File: src/rtl/cpu_pkg.sv
// Shared definitions for the execute stage: default widths, decoded ALU opcodes,
// FSM state encoding and the packed flag record.
package cpu_pkg;

  localparam int DEF_DATA_W = 8;
  localparam int DEF_OP_W   = 9;
  localparam int DEF_ADDR_W = 3;

  // Raw opcodes 0 and >= 15 collapse to OP_NOP during decode.
  typedef enum logic [3:0] {
    OP_NOP = 4'd0,
    OP_ADD = 4'd1,
    OP_SUB = 4'd2,
    OP_AND = 4'd3,
    OP_OR  = 4'd4,
    OP_XOR = 4'd5,
    OP_NOT = 4'd6,
    OP_ADC = 4'd7,
    OP_SBB = 4'd8,
    OP_SHL = 4'd9,
    OP_SHR = 4'd10,
    OP_SAR = 4'd11,
    OP_ROL = 4'd12,
    OP_ROR = 4'd13,
    OP_RCL = 4'd14,
    OP_RSV = 4'd15
  } alu_op_e;

  typedef enum logic [1:0] {
    ST_IDLE  = 2'd0,
    ST_SHIFT = 2'd1,
    ST_WB    = 2'd2
  } state_e;

  typedef struct packed {
    logic z;
    logic c;
    logic s;
    logic v;
  } flags_t;

  function automatic logic is_alu_op(input alu_op_e op);
    return (op >= OP_ADD) && (op <= OP_SBB);
  endfunction

  function automatic logic is_shift_op(input alu_op_e op);
    return (op >= OP_SHL) && (op <= OP_RCL);
  endfunction

endpackage

File: src/rtl/alu_shift_step.sv
// One-bit shift/rotate step used by the iterative shifter; RCL rotates the
// 9-bit quantity {carry, data}.
import cpu_pkg::*;

module alu_shift_step #(
  parameter int DATA_W = DEF_DATA_W
) (
  input  logic [DATA_W-1:0] data_in,
  input  logic              carry_in,
  input  alu_op_e           op,
  output logic [DATA_W-1:0] data_out,
  output logic              carry_out
);

  localparam int MSB = DATA_W - 1;

  always_comb begin
    data_out  = data_in;
    carry_out = carry_in;
    case (op)
      OP_SHL: begin
        data_out  = {data_in[MSB-1:0], 1'b0};
        carry_out = data_in[MSB];
      end
      OP_SHR: begin
        data_out  = {1'b0, data_in[MSB:1]};
        carry_out = data_in[0];
      end
      OP_SAR: begin
        data_out  = {data_in[MSB], data_in[MSB:1]};
        carry_out = data_in[0];
      end
      OP_ROL: begin
        data_out  = {data_in[MSB-1:0], data_in[MSB]};
        carry_out = data_in[MSB];
      end
      OP_ROR: begin
        data_out  = {data_in[0], data_in[MSB:1]};
        carry_out = data_in[0];
      end
      OP_RCL: begin
        data_out  = {data_in[MSB-1:0], carry_in};
        carry_out = data_in[MSB];
      end
      default: ;
    endcase
  end

endmodule

File: src/rtl/alu_exec_stage.sv
// Execute stage: single-cycle arithmetic/logic ops, iterative one-bit-per-cycle
// shifts, and a one-cycle register-file write-back with flag update.
import cpu_pkg::*;

module alu_exec_stage #(
  parameter int DATA_W = DEF_DATA_W,
  parameter int OP_W   = DEF_OP_W,
  parameter int ADDR_W = DEF_ADDR_W
) (
  input  logic              i_clk,
  input  logic              i_rst_n,
  input  logic              i_valid,
  output logic              o_ready,
  input  logic [OP_W-1:0]   i_aluOp,
  input  logic [DATA_W-1:0] i_data1,
  input  logic [DATA_W-1:0] i_data2,
  input  logic [ADDR_W-1:0] i_addrRw,
  output logic [DATA_W-1:0] o_dataOut,
  output logic [ADDR_W-1:0] o_addrRw,
  output logic              o_rw,
  output logic              o_zeroFlag,
  output logic              o_carryFlag,
  output logic              o_signFlag,
  output logic              o_overflowFlag
);

  localparam int MSB = DATA_W - 1;

  state_e            state_reg, state_next;
  alu_op_e           op_reg, op_next;
  logic [DATA_W-1:0] work_reg, work_next;
  logic              shc_reg, shc_next;
  logic [2:0]        cnt_reg, cnt_next;
  logic [DATA_W-1:0] data_reg, data_next;
  logic [ADDR_W-1:0] addr_reg, addr_next;
  flags_t            flags_reg, flags_next;

  alu_op_e           op_dec;
  logic              accept;
  logic [2:0]        amt;
  logic [DATA_W:0]   sum_w;
  logic [DATA_W-1:0] alu_res;
  logic              alu_c;
  logic              alu_v;
  logic [DATA_W-1:0] step_data;
  logic              step_c;

  assign accept = i_valid && (state_reg == ST_IDLE);
  assign amt    = i_data2[2:0];
  assign op_dec = (i_aluOp < OP_W'(15)) ? alu_op_e'(i_aluOp[3:0]) : OP_NOP;

  // Single-cycle ALU evaluated directly on the offered operands; ADC/SBB take
  // the carry flag as it stands at the accept edge.
  always_comb begin
    sum_w   = '0;
    alu_res = '0;
    alu_c   = flags_reg.c;
    alu_v   = 1'b0;
    case (op_dec)
      OP_ADD, OP_ADC: begin
        sum_w   = {1'b0, i_data1} + {1'b0, i_data2}
                + {{DATA_W{1'b0}}, (op_dec == OP_ADC) && flags_reg.c};
        alu_res = sum_w[MSB:0];
        alu_c   = sum_w[DATA_W];
        alu_v   = (i_data1[MSB] == i_data2[MSB]) && (sum_w[MSB] != i_data1[MSB]);
      end
      OP_SUB, OP_SBB: begin
        sum_w   = {1'b0, i_data1} - {1'b0, i_data2}
                - {{DATA_W{1'b0}}, (op_dec == OP_SBB) && flags_reg.c};
        alu_res = sum_w[MSB:0];
        alu_c   = sum_w[DATA_W];
        alu_v   = (i_data1[MSB] != i_data2[MSB]) && (sum_w[MSB] != i_data1[MSB]);
      end
      OP_AND:  alu_res = i_data1 & i_data2;
      OP_OR:   alu_res = i_data1 | i_data2;
      OP_XOR:  alu_res = i_data1 ^ i_data2;
      OP_NOT:  alu_res = ~i_data1;
      default: ;
    endcase
  end

  alu_shift_step #(
    .DATA_W (DATA_W)
  ) u_shift_step (
    .data_in   (work_reg),
    .carry_in  (shc_reg),
    .op        (op_reg),
    .data_out  (step_data),
    .carry_out (step_c)
  );

  always_comb begin
    state_next = state_reg;
    op_next    = op_reg;
    work_next  = work_reg;
    shc_next   = shc_reg;
    cnt_next   = cnt_reg;
    data_next  = data_reg;
    addr_next  = addr_reg;
    flags_next = flags_reg;
    case (state_reg)
      ST_IDLE: begin
        if (accept) begin
          op_next = op_dec;
          if (is_alu_op(op_dec)) begin
            addr_next    = i_addrRw;
            data_next    = alu_res;
            flags_next.z = (alu_res == '0);
            flags_next.s = alu_res[MSB];
            flags_next.c = alu_c;
            flags_next.v = alu_v;
            state_next   = ST_WB;
          end else if (is_shift_op(op_dec)) begin
            addr_next = i_addrRw;
            if (amt == 3'd0) begin
              // Zero-length shift writes A back; carry and overflow stay put.
              data_next    = i_data1;
              flags_next.z = (i_data1 == '0);
              flags_next.s = i_data1[MSB];
              state_next   = ST_WB;
            end else begin
              work_next  = i_data1;
              shc_next   = flags_reg.c;
              cnt_next   = amt;
              state_next = ST_SHIFT;
            end
          end
        end
      end
      ST_SHIFT: begin
        work_next = step_data;
        shc_next  = step_c;
        cnt_next  = cnt_reg - 3'd1;
        if (cnt_reg == 3'd1) begin
          data_next    = step_data;
          flags_next.z = (step_data == '0);
          flags_next.s = step_data[MSB];
          flags_next.c = step_c;
          state_next   = ST_WB;
        end
      end
      ST_WB: begin
        state_next = ST_IDLE;
      end
      default: begin
        state_next = ST_IDLE;
      end
    endcase
  end

  always_ff @(posedge i_clk or negedge i_rst_n) begin
    if (!i_rst_n) begin
      state_reg <= ST_IDLE;
      op_reg    <= OP_NOP;
      work_reg  <= '0;
      shc_reg   <= 1'b0;
      cnt_reg   <= '0;
      data_reg  <= '0;
      addr_reg  <= '0;
      flags_reg <= '0;
    end else begin
      state_reg <= state_next;
      op_reg    <= op_next;
      work_reg  <= work_next;
      shc_reg   <= shc_next;
      cnt_reg   <= cnt_next;
      data_reg  <= data_next;
      addr_reg  <= addr_next;
      flags_reg <= flags_next;
    end
  end

  assign o_ready        = (state_reg == ST_IDLE);
  assign o_rw           = (state_reg == ST_WB);
  assign o_dataOut      = data_reg;
  assign o_addrRw       = addr_reg;
  assign o_zeroFlag     = flags_reg.z;
  assign o_carryFlag    = flags_reg.c;
  assign o_signFlag     = flags_reg.s;
  assign o_overflowFlag = flags_reg.v;

endmodule

File: config.mk
export PLATFORM = sky130hd
export DESIGN_NAME = alu_exec_stage
export DESIGN_NICKNAME = d
export VERILOG_FILES = /design/src/rtl/cpu_pkg.sv /design/src/rtl/alu_shift_step.sv /design/src/rtl/alu_exec_stage.sv
export SDC_FILE = /design/constraint.sdc
export NUM_CORES = 1
export LEC_CHECK = 0
export BUFFER_PORTS_ARGS = -buffer_cell sky130_fd_sc_hd__buf_4
export CAP_MARGIN = 30
export CORE_ASPECT_RATIO = 1.1
export CORE_UTILIZATION = 40
export CTS_CLUSTER_SIZE = 10
export DETAILED_ROUTE_END_ITERATION = 8
export SETUP_SLACK_MARGIN = 0.4
export SLEW_MARGIN = 20
export SYNTH_ARGS = -nofsm -noshare
export SYNTH_HDL_FRONTEND = slang
export SYNTH_SLANG_ARGS = --single-unit
File: constraint.sdc
create_clock -name i_clk -period 3.6 [get_ports i_clk]
set_input_delay 0.18 -clock i_clk [delete_from_list [all_inputs] [get_ports i_clk]]
set_output_delay 0.18 -clock i_clk [all_outputs]
set_load 0.005 [all_outputs]
==> summary.txt, run 1 <==
STA
  • Finish-stage setup viols: 0
  • Pins Over Slew Limit: 0
  • Worst hold slack: 0.121 ns
  • Crit share post-route: 81.8%
  • FMAX: 0.340 GHz
  • Setup_tns: 0 ns
  • Slew HR: 44.9%
  • Worst-margin pin slew: 0.826 ns
  • Setup Skew: 0.00651 ns
  • Post-layout min period: 2.94 ns
  • Final hold violation count: 0
  • RSZ-0062 raised after global routing: no

Pwr
  • Clock network power share: 17.5%
  • P_leak: 0.00178 uW
  • Internal: 984 uW
  • Pwr Density: 402 nW/um^2
  • P_sw: 639 uW
  • Sw Share: 39.4%
  • Worst VDD drop: 0.115 mV
  • Combinational share of power: 44.8%
  • Reg power frac: 37.7%

Routing
  • Routed wire per std cell: 18.3 um
  • Vias: 3254
  • Routed Antenna Nets: 0
  • Pre-Repair DR Iteration Count: 7
  • DRT iter0 DRCs: 273
  • DRC viols: 0
  • Vias per cell: 5.92
  • Routed wire length: 10.1 mm

Critical path
  • Crit-path slowest cell: or3_4
  • Startpoint Class: input pin
  • CP Cell Sequence: buf_4 > or3_4 > nor2_2 > nand4_1 > fa_1 > fa_1 > or2_2 > a21oi_1 > xnor2_1 > a22oi_1 > nand3_1 > nor4_1 > a31o_1
  • Crit path kind: in -> reg
  • Crit path max fanout: 5
  • CP Data Required Time: 3.83 ns
  • Buf+Inv Stages, Crit Path: 1
  • Slowest stage delay, CP: 0.44 ns
  • CP Capture Type: flip-flop
  • Crit path top cell by count: fa_1
  • Top delay family on crit path: simple AND/OR/NAND/NOR gates
  • Arr. time, crit path: 3.17 ns

Floorplanning
  • Initial core utilization: 41.6%
  • Die X: 91.4 um
  • DIE HEIGHT: 100 um
  • IO Count: 48
  • Die area: 9180 sq um
  • Row count: 35
  • Placeable core area: 8450 sq um

GRT
  • Largest net degree at the start of global routing: 34
  • Vias in the first global route: 3165
  • Tot GR Track Use: 22.8%
  • First-pass GRT wire length: 16.6 mm
  • Overflow left after global routing: 0
  • Initial antenna violation count: 0

Logic synthesis
  • Syn Inst Count: 397
  • Post-synthesis simple-gate area fraction: 20.4%
  • Yosys top cell by area: dfrtp_1
  • Mux contribution to synthesized area: 6.93%
  • Avg Inst Size Synth: 8.86 sq um
  • Ys async rst share: 100%
  • Combinational family with the most area after synthesis: compound AO/OA/AOI/OAI gates
  • Adder-cell share of the synthesized area: 13.7%
  • Ys flop type: dfrtp_1
  • Sequential fraction of the synthesis area: 23.5%
  • XOR/XNOR Fraction of Synth Area: 2.49%
  • Share of the synthesized area in the top cell type: 23.5%
  • Mapped Area: 3520 sq um
  • Register bit total from synthesis: 33
  • Post-synthesis compound-gate area fraction: 26.8%
  • Yosys Warn Count: 0
  • Net Count, Synth: 464
  • Distinct cells, synth: 73
  • Number of synthesized flops with an enable pin: 0
  • Area contributors post-synth: dfrtp_1, ha_1, mux2i_1

Flow run
  • Total of max-cap violations: 0

Clock tree
  • TritonCTS Sinks: 33
  • Postcts setup bufs: 0
  • CTS tree: done
  • Number of H-tree levels: 2
  • CTS Buf Count: 5
  • Root buf cell: clkbuf_8
  • Bufs on Longest Clock Path: 2
  • Worst skew pair latency: 0.29 ns
  • Clock Pin Slew Worst Setup and Hold Paths: 0.08 ns

Place
  • GP Congestion: 0.883
  • Cell Area, Placed: 3930 sq um
  • HPWL Detailed: 7.82 mm
  • I/O Buffers: 47

Final layout
  • Layout Nets: 505
  • Syn-to-layout area delta: 14.7%
  • Share of cells above drive strength 1: 19.1%
  • Cell area after layout: 4040 sq um
  • Final Util: 47.8%
  • # diodes: 0

Outcome
  • Status: completed

Hold path
  • Hold WC Path Type: in -> reg
power by group through the flow:
stage	registers, uW	clock network, uW	logic, uW
2_1_floorplan	583	0	461
3_3_place_gp	613	0	711
3_5_place_dp	618	0	721
4_1_cts	611	288	724
5_1_grt	632	304	811
6_report	612	284	727
cell usage in the layout (no fill, tap or decap), types with 8 or more instances in the layout:
master    instances
a211oi_1         11
a21o_1            8
a21oi_1          24
a22o_1            9
buf_4            52
dfrtp_1          33
ha_1             32
inv_1            28
mux2i_1          21
nand2_1          29
nand3_1          10
nor2_1           19
nor2b_1          11
nor3_1            8
o21ai_0          15
path summary, 6_finish.rpt:
path                            slack, ns    startpoint  cells after the start           end
worst max-delay path                 0.66    i_aluOp[4]                     13    o_zeroFlag
worst min-delay path                 0.12   i_addrRw[0]                      2   o_addrRw[0]
worst max register to register       0.74   o_carryFlag                     10    o_zeroFlag
worst min register to register       0.49  o_dataOut[0]                      1  o_dataOut[0]
max in group asynchronous            2.89       i_rst_n                      2   work_reg[6]
min in group asynchronous            0.39       i_rst_n                      2    cnt_reg[1]
cell type report:
| cell class | count | area (sq um) |
|---|---|---|
| clock inverters | 3 | 17.5 |
| clock buffers | 5 | 68.8 |
| flip-flops and latches | 33 | 826 |
| well taps | 111 | 139 |
| fillers | 846 | 4420 |
| repair buffers | 53 | 400 |
| inverters | 28 | 105 |
| multi-input cells | 317 | 2480 |
layer usage:
layer	GRT usage, %	vias to the layer above	part of all wire (%)
met1	30.6	1571	45
li1	-	1566	-
met5	0	-	0
met3	1.82	18	4.0
met2	38.3	99	49
met4	8.91	0	2.4
cells in the mapped netlist (all sizes together), types with 6 or more instances:
| master | count |
|---|---|
| a211oi | 13 |
| nand2 | 30 |
| inv | 28 |
| nor3 | 11 |
| nor2 | 20 |
| o21ai | 15 |
| ha | 32 |
| a21o | 8 |
| xnor2 | 7 |
| a22o | 9 |
| dfrtp | 33 |
| a222oi | 6 |
| a21oi | 24 |
| buf | 16 |
| nor4 | 8 |
| nor2b | 11 |
| nand3 | 10 |
| mux2i | 21 |
| nand2b | 7 |
timing repair:
item	CTS	global route
hold buffers	1	0
endpoints found under the setup margin	0	5
endpoints found under the hold margin	33	0
gates resized for setup	0	2
logic make-up after synthesis:
family,after synthesis
AOI/OAI and AO/OA,125
xor gates and xnor gates,10
adders and majority gates,36
buffers and inverters,47
DFF,33
muxes,24
and+or+nand+nor,122
per-stage QoR:
step / setup WS (ns) / total power [uW] / std cells
2_1_floorplan: 0.648 / 1040 / 397
3_3_place_gp: 0.320 / 1320 / 541
6_report: 0.656 / 1620 / 550
5_1_grt: 0.399 / 1750 / 550
4_1_cts: 0.591 / 1620 / 550
3_5_place_dp: 0.291 / 1340 / 541
worst register-to-register path, cell delays in order, from the launching register on:
cell     delay, ns
dfrtp_1       0.49
nand4_1       0.15
fa_1          0.43
fa_1          0.42
or2_2         0.32
a21oi_1       0.17
xnor2_1       0.11
a22oi_1       0.15
nand3_1       0.12
nor4_1        0.27
a31o_1        0.18
No activity file was read; power rests on OpenSTA's default activity.
==> run 2: changes to the inputs <==
==> constraint.sdc (replaced) <==
create_clock -name i_clk -period 2.6 [get_ports i_clk]
set_input_delay 0.13 -clock i_clk [delete_from_list [all_inputs] [get_ports i_clk]]
set_output_delay 0.13 -clock i_clk [all_outputs]
set_load 0.005 [all_outputs]
==> run 2 against run 1 <==
Effect of this change:
- the run now ends with negative setup slack left
- sequential share of layout area down 2.4 points
- critical path depth down 4
- non-clock buffer count up 46
- clock skew down 0.0012 ns
- sequential cell count unchanged
- setup slack worse by 0.71 ns
- power up 46%
- die area unchanged
- sequential power up 37%
- first-iteration DRC count down 40%
- largest power group unchanged
==> summary.txt, run 2 (synthesis results as in run 1) <==
Pwr
  • P_leak: 0.00204 uW (+14%)
  • Worst VDD drop: 0.216 mV (+87%)
  • Power Total: 2380 uW (+46%)
  • Pwr Density: 519 nW/um^2 (+29%)

STA
  • RSZ-0062 raised after global routing: yes
  • Pins Over Slew Limit: 0 (unchanged)
  • Worst-margin pin slew: 0.610 ns (-0.216 ns)
  • Finish-stage setup viols: 3 (+3)
  • FMAX: 0.377 GHz
  • Setup Skew: 0.00530 ns (-0.00121 ns)
  • Final hold violation count: 0 (unchanged)
  • Slew HR: 59.0% (+14 points)
  • Crit share post-route: 102%
  • Post-layout min period: 2.65 ns
  • Setup ws final: -0.0504 ns (-0.707 ns)

GRT
  • Largest net degree at the start of global routing: 34 (unchanged)
  • Tot GR Track Use: 24.4% (+1.6 points)
  • Vias in the first global route: 3478 (+9.9%)
  • First-pass GRT wire length: 17.6 mm (+6.1%)
  • Overflow left after global routing: 0 (unchanged)
  • Initial antenna violation count: 0 (unchanged)

Final layout
  • Syn-to-layout area delta: 30.1%
  • Final Util: 54.2% (+6.4 points)
  • Layout Nets: 551 (+9.1%)
  • Multi-input logic area: 2650 sq um (+6.9%)
  • Register area: 826 sq um (unchanged)
  • Commonest non-fill, non-tap cells in the layout: buf_4, dfrtp_1, ha_1, nand2_1, inv_1
  • Cell area after layout: 4580 sq um (+13%)
  • Final std cells w/o fill: 596 (+8.4%)
  • # diodes: 0 (unchanged)
  • Filler Cells Inserted: 829 (-2.0%)
  • Most common cell after layout, fill and taps aside: buf_4
  • Share of cells above drive strength 1: 32.2% (+13 points)

Critical path
  • Startpoint Class: flip-flop
  • Arr. time, crit path: 2.88 ns (-0.29 ns)
  • CP Capture Type: flip-flop
  • CP Data Required Time: 2.83 ns (-1.00 ns)
  • Crit path max fanout: 3 (-2)
  • Crit path kind: reg -> reg

Outcome
  • Failing checks: negative setup slack
  • Status: complete, but fails checks

Floorplanning
  • Initial core utilization: 41.6% (unchanged)
  • DIE HEIGHT: 100 um (unchanged)
  • Die X: 91.4 um (unchanged)
  • Die area: 9180 sq um (unchanged)
  • IO Count: 48 (unchanged)
  • Placeable core area: 8450 sq um (unchanged)
  • Row count: 35 (unchanged)

Place
  • HPWL Detailed: 8.73 mm (+12%)
  • Pre-CTS WS: -0.357 ns (-0.648 ns)
  • Placed insts: 584 (+7.9%)
  • GP Congestion: 0.950 (+7.6%)
  • I/O Buffers: 47 (unchanged)
  • Cell Area, Placed: 4340 sq um (+10%)

Clock tree
  • Worst skew pair latency: 0.29 ns (about the same)
  • CTS Buf Count: 5 (unchanged)
  • Clock Pin Slew Worst Setup and Hold Paths: 0.08 ns (about the same)
  • Number of H-tree levels: 2 (unchanged)
  • CTS tree: done
  • Root buf cell: clkbuf_8
  • TritonCTS Sinks: 33 (unchanged)
  • Bufs on Longest Clock Path: 2 (unchanged)

Routing
  • Vias per cell: 5.77 (-2.4%)
  • Routed wire length: 10.9 mm (+8.2%)
  • DRC viols: 0 (unchanged)
  • DRT iter0 DRCs: 164 (-40%)
  • Routed Antenna Nets: 0 (unchanged)
  • Pre-Repair DR Iteration Count: 5 (-2)
  • Routed wire per std cell: 18.3 um (-0.17%)
  • Vias: 3440 (+5.7%)

Hold path
  • Hold WC Path Type: in -> reg

Flow run
  • Total of max-cap violations: 0 (unchanged)
run 2: changes by cell type in the layout (fill, tap and decap cells not counted), sizes merged:
| cell | change |
|---|---|
| buf | +46 |
run 2: per-layer routing:
metal	routed length [um]	global-route usage, %	vias to the layer above	part of all wire [%]
met2	5570	44.9	100	51
li1	-	-	1653	-
met1	4650	30.1	1672	43
met3	478	2.27	15	4.4
met4	184	7.33	0	1.7
met5	0	0	-	0
run 2: final cells by class:
class,instances,area share [%]
clock buffer,5,1.50
clock inverter,3,0.383
timing repair buffer,99,16.8
multi-input combinational,317,57.9
sequential,33,18.0
inverter,28,2.30
tap,111,3.03
run 2: worst paths after layout:
check	from	slack, ns	cells past startpoint	to
setup / recovery	o_carryFlag	-0.05	9	o_zeroFlag
hold / removal	i_addrRw[2]	0.07	2	o_addrRw[2]
setup reg to reg	o_carryFlag	-0.05	9	o_zeroFlag
hold reg to reg	o_dataOut[0]	0.49	1	o_dataOut[0]
max in group asynchronous	i_rst_n	1.97	2	o_overflowFlag
min in group asynchronous	i_rst_n	0.32	2	cnt_reg[1]
run 2: critical path: stages (launching register included):
cell      delay (ns)
dfrtp_1         0.44
nand4_1         0.16
fa_2            0.60
ha_4            0.21
xor2_1          0.14
a22o_1          0.20
a211oi_2        0.22
nand4_1         0.16
nor4_1          0.29
a31o_1          0.17
run 2: repair_timing:
action,CTS,global route
pin swaps,17,6
endpoints found under the setup margin,12,12
setup buffers,3,0
hold endpoints to repair,33,0
hold buffers,1,0
gates resized for setup,25,2
run 2: report_power, final:
| part | leakage, uW | internal, uW | switching [uW] | total, uW |
|---|---|---|---|---|
| Clock | 0.0000439 | 185 | 207 | 392 |
| Combinational | 0.00160 | 573 | 572 | 1140 |
| Sequential | 0.000396 | 686 | 155 | 841 |
| Total | 0.00204 | 1440 | 933 | 2380 |
run 2: stage by stage:
stage          setup TNS, ns  hold slack (ns)
2_1_floorplan         -0.144           -0.166
3_3_place_gp           -2.63           0.0971
3_5_place_dp           -3.04           0.0974
4_1_cts                    0           0.0668
5_1_grt               -0.625           0.0583
6_report             -0.0992           0.0677
